[src/rtl/ysyx_24080006_icache_nway.sv]
// N-way set-associative instruction cache with an AXI read-burst refill port.
// Optional hit/miss performance counters are built only when the
// YSYX_ICACHE_PERF_EN macro is defined; otherwise both perf ports read 0.

package ysyx_24080006_icache_nway_pkg;

    typedef struct packed {
        logic        arvalid;
        logic [31:0] araddr;
        logic [3:0]  arid;
        logic [7:0]  arlen;
        logic [2:0]  arsize;
        logic [1:0]  arburst;
        logic        rready;
    } axi_r_m2s_t;

    typedef struct packed {
        logic        arready;
        logic        rvalid;
        logic [31:0] rdata;
        logic [1:0]  rresp;
        logic        rlast;
    } axi_r_s2m_t;

endpackage

module ysyx_24080006_icache_nway
    import ysyx_24080006_icache_nway_pkg::*;
#(
    parameter int LINE_LOG2 = 5,
    parameter int SET_LOG2  = 1,
    parameter int WAYS      = 2
) (
    input  logic        clock,
    input  logic        reset,
    input  logic        req_valid,
    input  logic [31:0] req_addr,
    output logic        req_ready,
    output logic        rsp_valid,
    input  logic        rsp_ready,
    output logic [31:0] rsp_inst,
    output logic        rsp_err,
    input  logic        flush,
    output axi_r_m2s_t  axi_r_o,
    input  axi_r_s2m_t  axi_r_i,
    output logic [31:0] perf_hit,
    output logic [31:0] perf_miss
);

    localparam int SETS   = 1 << SET_LOG2;
    localparam int WORDS  = 1 << (LINE_LOG2 - 2);
    localparam int WOFF_W = LINE_LOG2 - 2;
    localparam int IDX_W  = (SET_LOG2 > 0) ? SET_LOG2 : 1;
    localparam int TAG_W  = 32 - LINE_LOG2 - SET_LOG2;
    localparam int WAY_W  = (WAYS > 1) ? $clog2(WAYS) : 1;

    localparam logic [2:0] S_IDLE   = 3'd0;
    localparam logic [2:0] S_LOOKUP = 3'd1;
    localparam logic [2:0] S_AR     = 3'd2;
    localparam logic [2:0] S_R      = 3'd3;
    localparam logic [2:0] S_RESP   = 3'd4;

    logic [2:0]        r_state;
    logic [31:0]       r_addr;
    logic              r_flushPending;
    logic [SETS-1:0]   r_valid [WAYS];
    logic [TAG_W-1:0]  r_tag   [WAYS][SETS];
    logic [31:0]       r_data  [WAYS][SETS][WORDS];
    logic [WAY_W-1:0]  r_ptr;
    logic [WAY_W-1:0]  r_victim;
    logic [WOFF_W-1:0] r_beat;
    logic              r_errSeen;
    logic [31:0]       r_rspInst;
    logic              r_rspErr;

    logic [IDX_W-1:0]  w_index;
    logic [TAG_W-1:0]  w_tag;
    logic [WOFF_W-1:0] w_wordOff;
    logic              w_hit;
    logic [WAY_W-1:0]  w_hitWay;
    logic [WAY_W-1:0]  w_victim;
    logic              w_beatFire;
    logic              w_beatErr;
    logic              w_lineErr;
    logic [WAY_W-1:0]  w_ptrNext;
    logic              w_unused;

    assign w_index    = IDX_W'((r_addr >> LINE_LOG2) & 32'(SETS - 1));
    assign w_tag      = TAG_W'(r_addr >> (LINE_LOG2 + SET_LOG2));
    assign w_wordOff  = r_addr[LINE_LOG2-1:2];
    assign w_beatFire = (r_state == S_R) && axi_r_i.rvalid;
    assign w_beatErr  = (axi_r_i.rresp != 2'b00);
    assign w_lineErr  = r_errSeen || w_beatErr;
    assign w_ptrNext  = (r_ptr == WAY_W'(WAYS - 1)) ? '0 : r_ptr + 1'b1;
    assign w_unused   = ^r_addr[1:0];

    // Tag compare across all ways of the addressed set; at most one way can match.
    always_comb begin
        w_hit    = 1'b0;
        w_hitWay = '0;
        for (int w = 0; w < WAYS; w++) begin
            if (r_valid[w][w_index] && (r_tag[w][w_index] == w_tag)) begin
                w_hit    = 1'b1;
                w_hitWay = WAY_W'(w);
            end
        end
    end

    // Victim is the lowest-numbered empty way, falling back to the round-robin pointer.
    always_comb begin
        w_victim = r_ptr;
        for (int w = WAYS - 1; w >= 0; w--) begin
            if (!r_valid[w][w_index]) begin
                w_victim = WAY_W'(w);
            end
        end
    end

    // Control FSM: request capture, lookup, refill bookkeeping, response hold and flush handling.
    always_ff @(posedge clock or posedge reset) begin
        if (reset) begin
            r_state        <= S_IDLE;
            r_addr         <= '0;
            r_flushPending <= 1'b0;
            for (int w = 0; w < WAYS; w++) begin
                r_valid[w] <= '0;
            end
            r_ptr          <= '0;
            r_victim       <= '0;
            r_beat         <= '0;
            r_errSeen      <= 1'b0;
            r_rspInst      <= '0;
            r_rspErr       <= 1'b0;
        end else begin
            if (flush && (r_state != S_IDLE)) begin
                r_flushPending <= 1'b1;
            end
            case (r_state)
                S_IDLE: begin
                    if (flush || r_flushPending) begin
                        for (int w = 0; w < WAYS; w++) begin
                            r_valid[w] <= '0;
                        end
                        r_flushPending <= 1'b0;
                    end else if (req_valid) begin
                        r_addr  <= req_addr;
                        r_state <= S_LOOKUP;
                    end
                end
                S_LOOKUP: begin
                    if (w_hit) begin
                        r_rspInst <= r_data[w_hitWay][w_index][w_wordOff];
                        r_rspErr  <= 1'b0;
                        r_state   <= S_RESP;
                    end else begin
                        r_victim  <= w_victim;
                        r_beat    <= '0;
                        r_errSeen <= 1'b0;
                        r_state   <= S_AR;
                    end
                end
                S_AR: begin
                    if (axi_r_i.arready) begin
                        r_state <= S_R;
                    end
                end
                S_R: begin
                    if (axi_r_i.rvalid) begin
                        r_beat <= r_beat + 1'b1;
                        if (r_beat == w_wordOff) begin
                            r_rspInst <= axi_r_i.rdata;
                        end
                        if (w_beatErr) begin
                            r_errSeen <= 1'b1;
                        end
                        if (axi_r_i.rlast) begin
                            r_valid[r_victim][w_index] <= !w_lineErr;
                            r_rspErr                   <= w_lineErr;
                            if (!w_lineErr) begin
                                r_ptr <= w_ptrNext;
                            end
                            r_state <= S_RESP;
                        end
                    end
                end
                S_RESP: begin
                    if (rsp_ready) begin
                        r_state <= S_IDLE;
                    end
                end
                default: begin
                    r_state <= S_IDLE;
                end
            endcase
        end
    end

    // Line storage: refill beats land at word index = beat count; tag written with the last beat.
    always_ff @(posedge clock) begin
        if (w_beatFire) begin
            r_data[r_victim][w_index][r_beat] <= axi_r_i.rdata;
            if (axi_r_i.rlast) begin
                r_tag[r_victim][w_index] <= w_tag;
            end
        end
    end

    // AXI read request fields are only driven while in AR; rready only while in R.
    always_comb begin
        axi_r_o = '0;
        if (r_state == S_AR) begin
            axi_r_o.arvalid = 1'b1;
            axi_r_o.araddr  = {r_addr[31:LINE_LOG2], LINE_LOG2'(0)};
            axi_r_o.arid    = 4'd0;
            axi_r_o.arlen   = 8'(WORDS - 1);
            axi_r_o.arsize  = 3'd2;
            axi_r_o.arburst = 2'b01;
        end
        axi_r_o.rready = (r_state == S_R);
    end

    assign req_ready = !reset && (r_state == S_IDLE) && !r_flushPending && !flush;
    assign rsp_valid = !reset && (r_state == S_RESP);
    assign rsp_inst  = r_rspInst;
    assign rsp_err   = r_rspErr;

`ifdef YSYX_ICACHE_PERF_EN
    logic [31:0] r_perfHit;
    logic [31:0] r_perfMiss;

    // Each lookup counts once, as either a hit or a miss.
    always_ff @(posedge clock or posedge reset) begin
        if (reset) begin
            r_perfHit  <= '0;
            r_perfMiss <= '0;
        end else if (r_state == S_LOOKUP) begin
            if (w_hit) begin
                r_perfHit <= r_perfHit + 32'd1;
            end else begin
                r_perfMiss <= r_perfMiss + 32'd1;
            end
        end
    end

    assign perf_hit  = r_perfHit;
    assign perf_miss = r_perfMiss;
`else
    assign perf_hit  = '0;
    assign perf_miss = '0;
`endif

endmodule

[config.mk]
export PLATFORM = sky130hd
export DESIGN_NAME = ysyx_24080006_icache_nway
export DESIGN_NICKNAME = d
export VERILOG_FILES = /design/src/rtl/ysyx_24080006_icache_nway.sv
export SDC_FILE = /design/constraint.sdc
export NUM_CORES = 1
export LEC_CHECK = 0
export ABC_AREA = 1
export BUFFER_PORTS_ARGS = -buffer_cell sky130_fd_sc_hd__clkbuf_2
export CORE_AREA = 3 3 397 399
export CTS_CLUSTER_DIAMETER = 30
export DETAILED_ROUTE_END_ITERATION = 16
export DIE_AREA = 0 0 400 402
export PLACE_DENSITY = 0.62
export SETUP_SLACK_MARGIN = 0.05
export SYNTH_ARGS = -nofsm -noshare
export SYNTH_HDL_FRONTEND = slang
export SYNTH_SLANG_ARGS = --single-unit
[constraint.sdc]
create_clock -name clock -period 4.8 [get_ports clock]
set_input_delay 0.96 -clock clock [delete_from_list [all_inputs] [get_ports clock]]
set_output_delay 0.96 -clock clock [all_outputs]
set_load 0.05 [all_outputs]
==> results.sh <==
export IMPL_initial_core_utilization_pct=35.02
export IMPL_filler_cell_count=14222
export IMPL_setup_worst_path_end_class="flop"
export IMPL_async_flop_share_pct=6.390
export IMPL_setup_violations_final=0
export IMPL_finalHoldViolations=0
export IMPL_cp_required_ns=5.47
export IMPL_critPathKind="reg2reg"
export IMPL_clock_buffer_count_from_cts=216
export IMPL_rsz0062_at_grt="false"
export IMPL_regArea_um2=35810
export IMPL_critical_path_cell_chain="clkinv_8 -> nand2_1 -> nand2_1 -> xor2_1 -> nand3_1 -> nor2_4 -> buf_12 -> buf_12 -> nand3_1 -> nand3_1 -> nand3_1 -> nand3_1 -> nand3_1 -> nand2_1 -> nand2_1 -> nand2_1 -> nand2_1"
export IMPL_post_cts_setup_buffers=0
export IMPL_drt_first_pass_iters=6
export IMPL_syn2layout_area_growth_pct=19.88
export IMPL_timing_critical_path_from_type="flop"
export IMPL_dp_worst_setup_slack_ns=0.7848
export IMPL_drive_gt1_share_pct=12.76
export IMPL_drv_slew=0
export IMPL_synth_top_cell_area_share_pct=62.71
export IMPL_timing_critical_path_arrival_ns=4.69
export IMPL_num_io_pins=224
export IMPL_critical_path_slowest_cell="dfrtp_4"
export IMPL_vias_in_the_first_global_route=35618
export IMPL_ranking_of_synthesized_cells_by_area="edfxtp_1, nand3_1, nand2_1, nand3b_1, inv_1"
export IMPL_die_y_um=402
export IMPL_finalNetCount=5237
export IMPL_floorplan_core_area_um2=154200
export IMPL_layout_setup_ws_ns=0.7828
export IMPL_number_of_flops_mapped_to_enable_cells_by_yosys=1128
export IMPL_final_cell_count_no_fill=7400
export IMPL_worst_ir_drop_vdd_uv=425.4
export IMPL_clkTransAtPathRegs_ns=0.05
export IMPL_top_ff_cell_synth="edfxtp_1"
export IMPL_worst_clock_skew_ns=0.08732
export IMPL_grt_overflow_total=0
export IMPL_grt_pass1_wl_mm=233.3
export IMPL_critical_path_max_stage_delay_ns=0.59
export IMPL_design_die_area_um2=160800
export IMPL_synth_most_common_cell="edfxtp_1"
export IMPL_gpl_final_weighted_congestion=0.8614
export IMPL_die_w_um=400
export IMPL_synth_area_per_cell_um2=10.77
export IMPL_detail_route_wl_per_cell_um=21.54
export IMPL_fmax_mhz=248.9
export IMPL_clock_tree_from_tritoncts="yes"
export IMPL_holdCritPathClass="in2async"
export IMPL_ctsLongestPathBuffers=3
export IMPL_synth_top_cell_by_area="edfxtp_1"
export IMPL_outcome="completed"
export IMPL_synth_commonest_cells="edfxtp_1, nand3_1, nand2_1"
export IMPL_std_cell_rows=144
export IMPL_place_hpwl_mm=83.33
export IMPL_max_cap_violations=0
export IMPL_root_buffer="clkbuf_16"
export IMPL_synthesis_area_um2=54020
export IMPL_worst_path_max_fanout=76
export IMPL_synth_distinct_cells=35
export IMPL_clock_insertion_delay_worst_skew_ns=0.83
export IMPL_layout_min_cycle_time_ns=4.017
export IMPL_placement_io_buffers=140
export IMPL_drt_vias_per_instance=5.106
export IMPL_detail_route_wirelength_mm=159.4
export IMPL_htree_num_levels=4
export IMPL_drc=0
export IMPL_final_hold_worst_slack_ns=0.3833
export IMPL_number_of_antenna_violations_at_the_first_check_in_global_routing=14
export IMPL_vias=37787
export IMPL_synthesis_yosys_warnings=0
export IMPL_globalRouteTotalUtil_pct=19.40
export IMPL_multi_input_comb_area_um2=14230
export IMPL_worst_slew_margin_rel_pct=25.03
export IMPL_cts_sinks=1205
export IMPL_power_per_cell_area_nw_per_um2=538.3
export IMPL_setup_tns_ns=0
export IMPL_cts_hold_repair_buffers=0
export IMPL_ys_ff_latch=1205
export IMPL_fraction_of_the_core_area_covered_by_cells_at_the_end_of_the_flow_pct=41.99
export IMPL_postSynthCellCount=5014
export IMPL_yosysSeqAreaShare_pct=66.27
export IMPL_cts_resized_gates=0
export IMPL_post_route_period_util_pct=83.69
export IMPL_placed_cells_incl_taps=6988
export IMPL_remaining_number_of_nets_flagged_by_the_antenna_check_after_routing=0
export IMPL_detailedRoute_firstIterationViolations=4397
export IMPL_max_slew_worst_pin_slew_ns=1.118
export IMPL_grt_start_max_net_pins=150
export IMPL_static_leakage_power_nw=26.04
## registers in the layout, summed over array words and instances (netlist names), 3 cells and up
register,flops
r_addr,30
r_beat,3
r_data,1024
r_state,3
r_tag,104
r_valid,4
rsp_inst,32
## worst paths after layout
check | start | endpoint | slack [ns] | cells past startpoint
worst max register to register | r_addr[5]$_DFFE_PP0P_ | rsp_inst[15]$_DFFE_PP0P_ | 0.78 | 17
worst max-delay path | r_addr[5]$_DFFE_PP0P_ | rsp_inst[15]$_DFFE_PP0P_ | 0.78 | 17
worst min-delay path | reset | r_flushPending$_DFF_PP0_ | 0.38 | 2
max in group asynchronous | reset | r_beat[0]$_DFFE_PP0P_ | 3.43 | 3
worst min register to register | rsp_inst[11]$_DFFE_PP0P_ | rsp_inst[11]$_DFFE_PP0P_ | 0.48 | 2
min in group clock | req_addr[17] | r_addr[17]$_DFFE_PP0P_ | 0.41 | 3
## report_power, final
group	total, W	switching [W]	internal [W]
Clock	0.0159	0.00562	0.0102
Combinational	0.00665	0.00495	0.00170
Sequential	0.0123	0.000470	0.0119
Total	0.0349	0.0110	0.0238
## per-layer routing
metal / up-vias / track usage [%] / part of all wire, %
li1: 17309 / - / -
met1: 18282 / 27.19 / 42
met2: 1870 / 29.77 / 45
met3: 308 / 4.108 / 9.7
met4: 18 / 6.787 / 2.9
met5: - / 0 / 0.077
## area by class of cell
type / instances / area share [%]
tap: 2044 / 3.949
antenna: 2 / 0.007729
multi-input combinational: 2832 / 21.97
inverter: 659 / 3.853
timing repair buffer: 248 / 2.933
sequential: 1205 / 55.30
clock inverter: 171 / 3.345
clock buffer: 239 / 8.639
## through the flow
stage	total power [W]	area [µm²]
after floorplan	0.01672	54320
after global placement	0.01904	56990
after detailed placement	0.01909	56990
after CTS	0.03498	64750
after global routing	0.03616	64750
final	0.03486	64760
## layout by cell type, fill, tap and decap left out, types with 6 or more instances in the layout
master      instances
a21oi_1            41
buf_12             31
buf_4              77
bufinv_16          32
clkbuf_1           15
clkbuf_16         218
clkbuf_2          140
clkbuf_8            6
clkinv_1           20
clkinv_16           9
clkinv_2           29
clkinv_4           26
clkinvlp_4         31
conb_1             81
dfrtp_1            73
edfxtp_1         1128
inv_1             649
inv_6              20
inv_8               6
nand2_1           908
nand3_1          1070
nand3b_1          448
nand4_1            12
nor2_1            157
nor2_4             20
nor3_1             11
nor3_2             14
o21ai_0            19
xor2_1             10
## worst max-delay path: cells and delay by family, from the launching register on
family        cells  cell delay (ns)
xor+xnor          1             0.31
buf+inv           3             0.95
flops             1             0.59
simple gates     13             1.95
## kinds of logic after synthesis
family                     Yosys count  synth area share (%)
and+or+nand+nor                   2656                 24.24
xor gates and xnor gates            11                0.1784
adders and majority gates            1               0.02316
DFF                               1205                 66.27
muxes                                4               0.07413
AOI/OAI and AO/OA                   79                0.8177
other                                1              0.006942
buffers and inverters             1057                 8.387
Note: power is estimated with default switching activity, not from simulation.
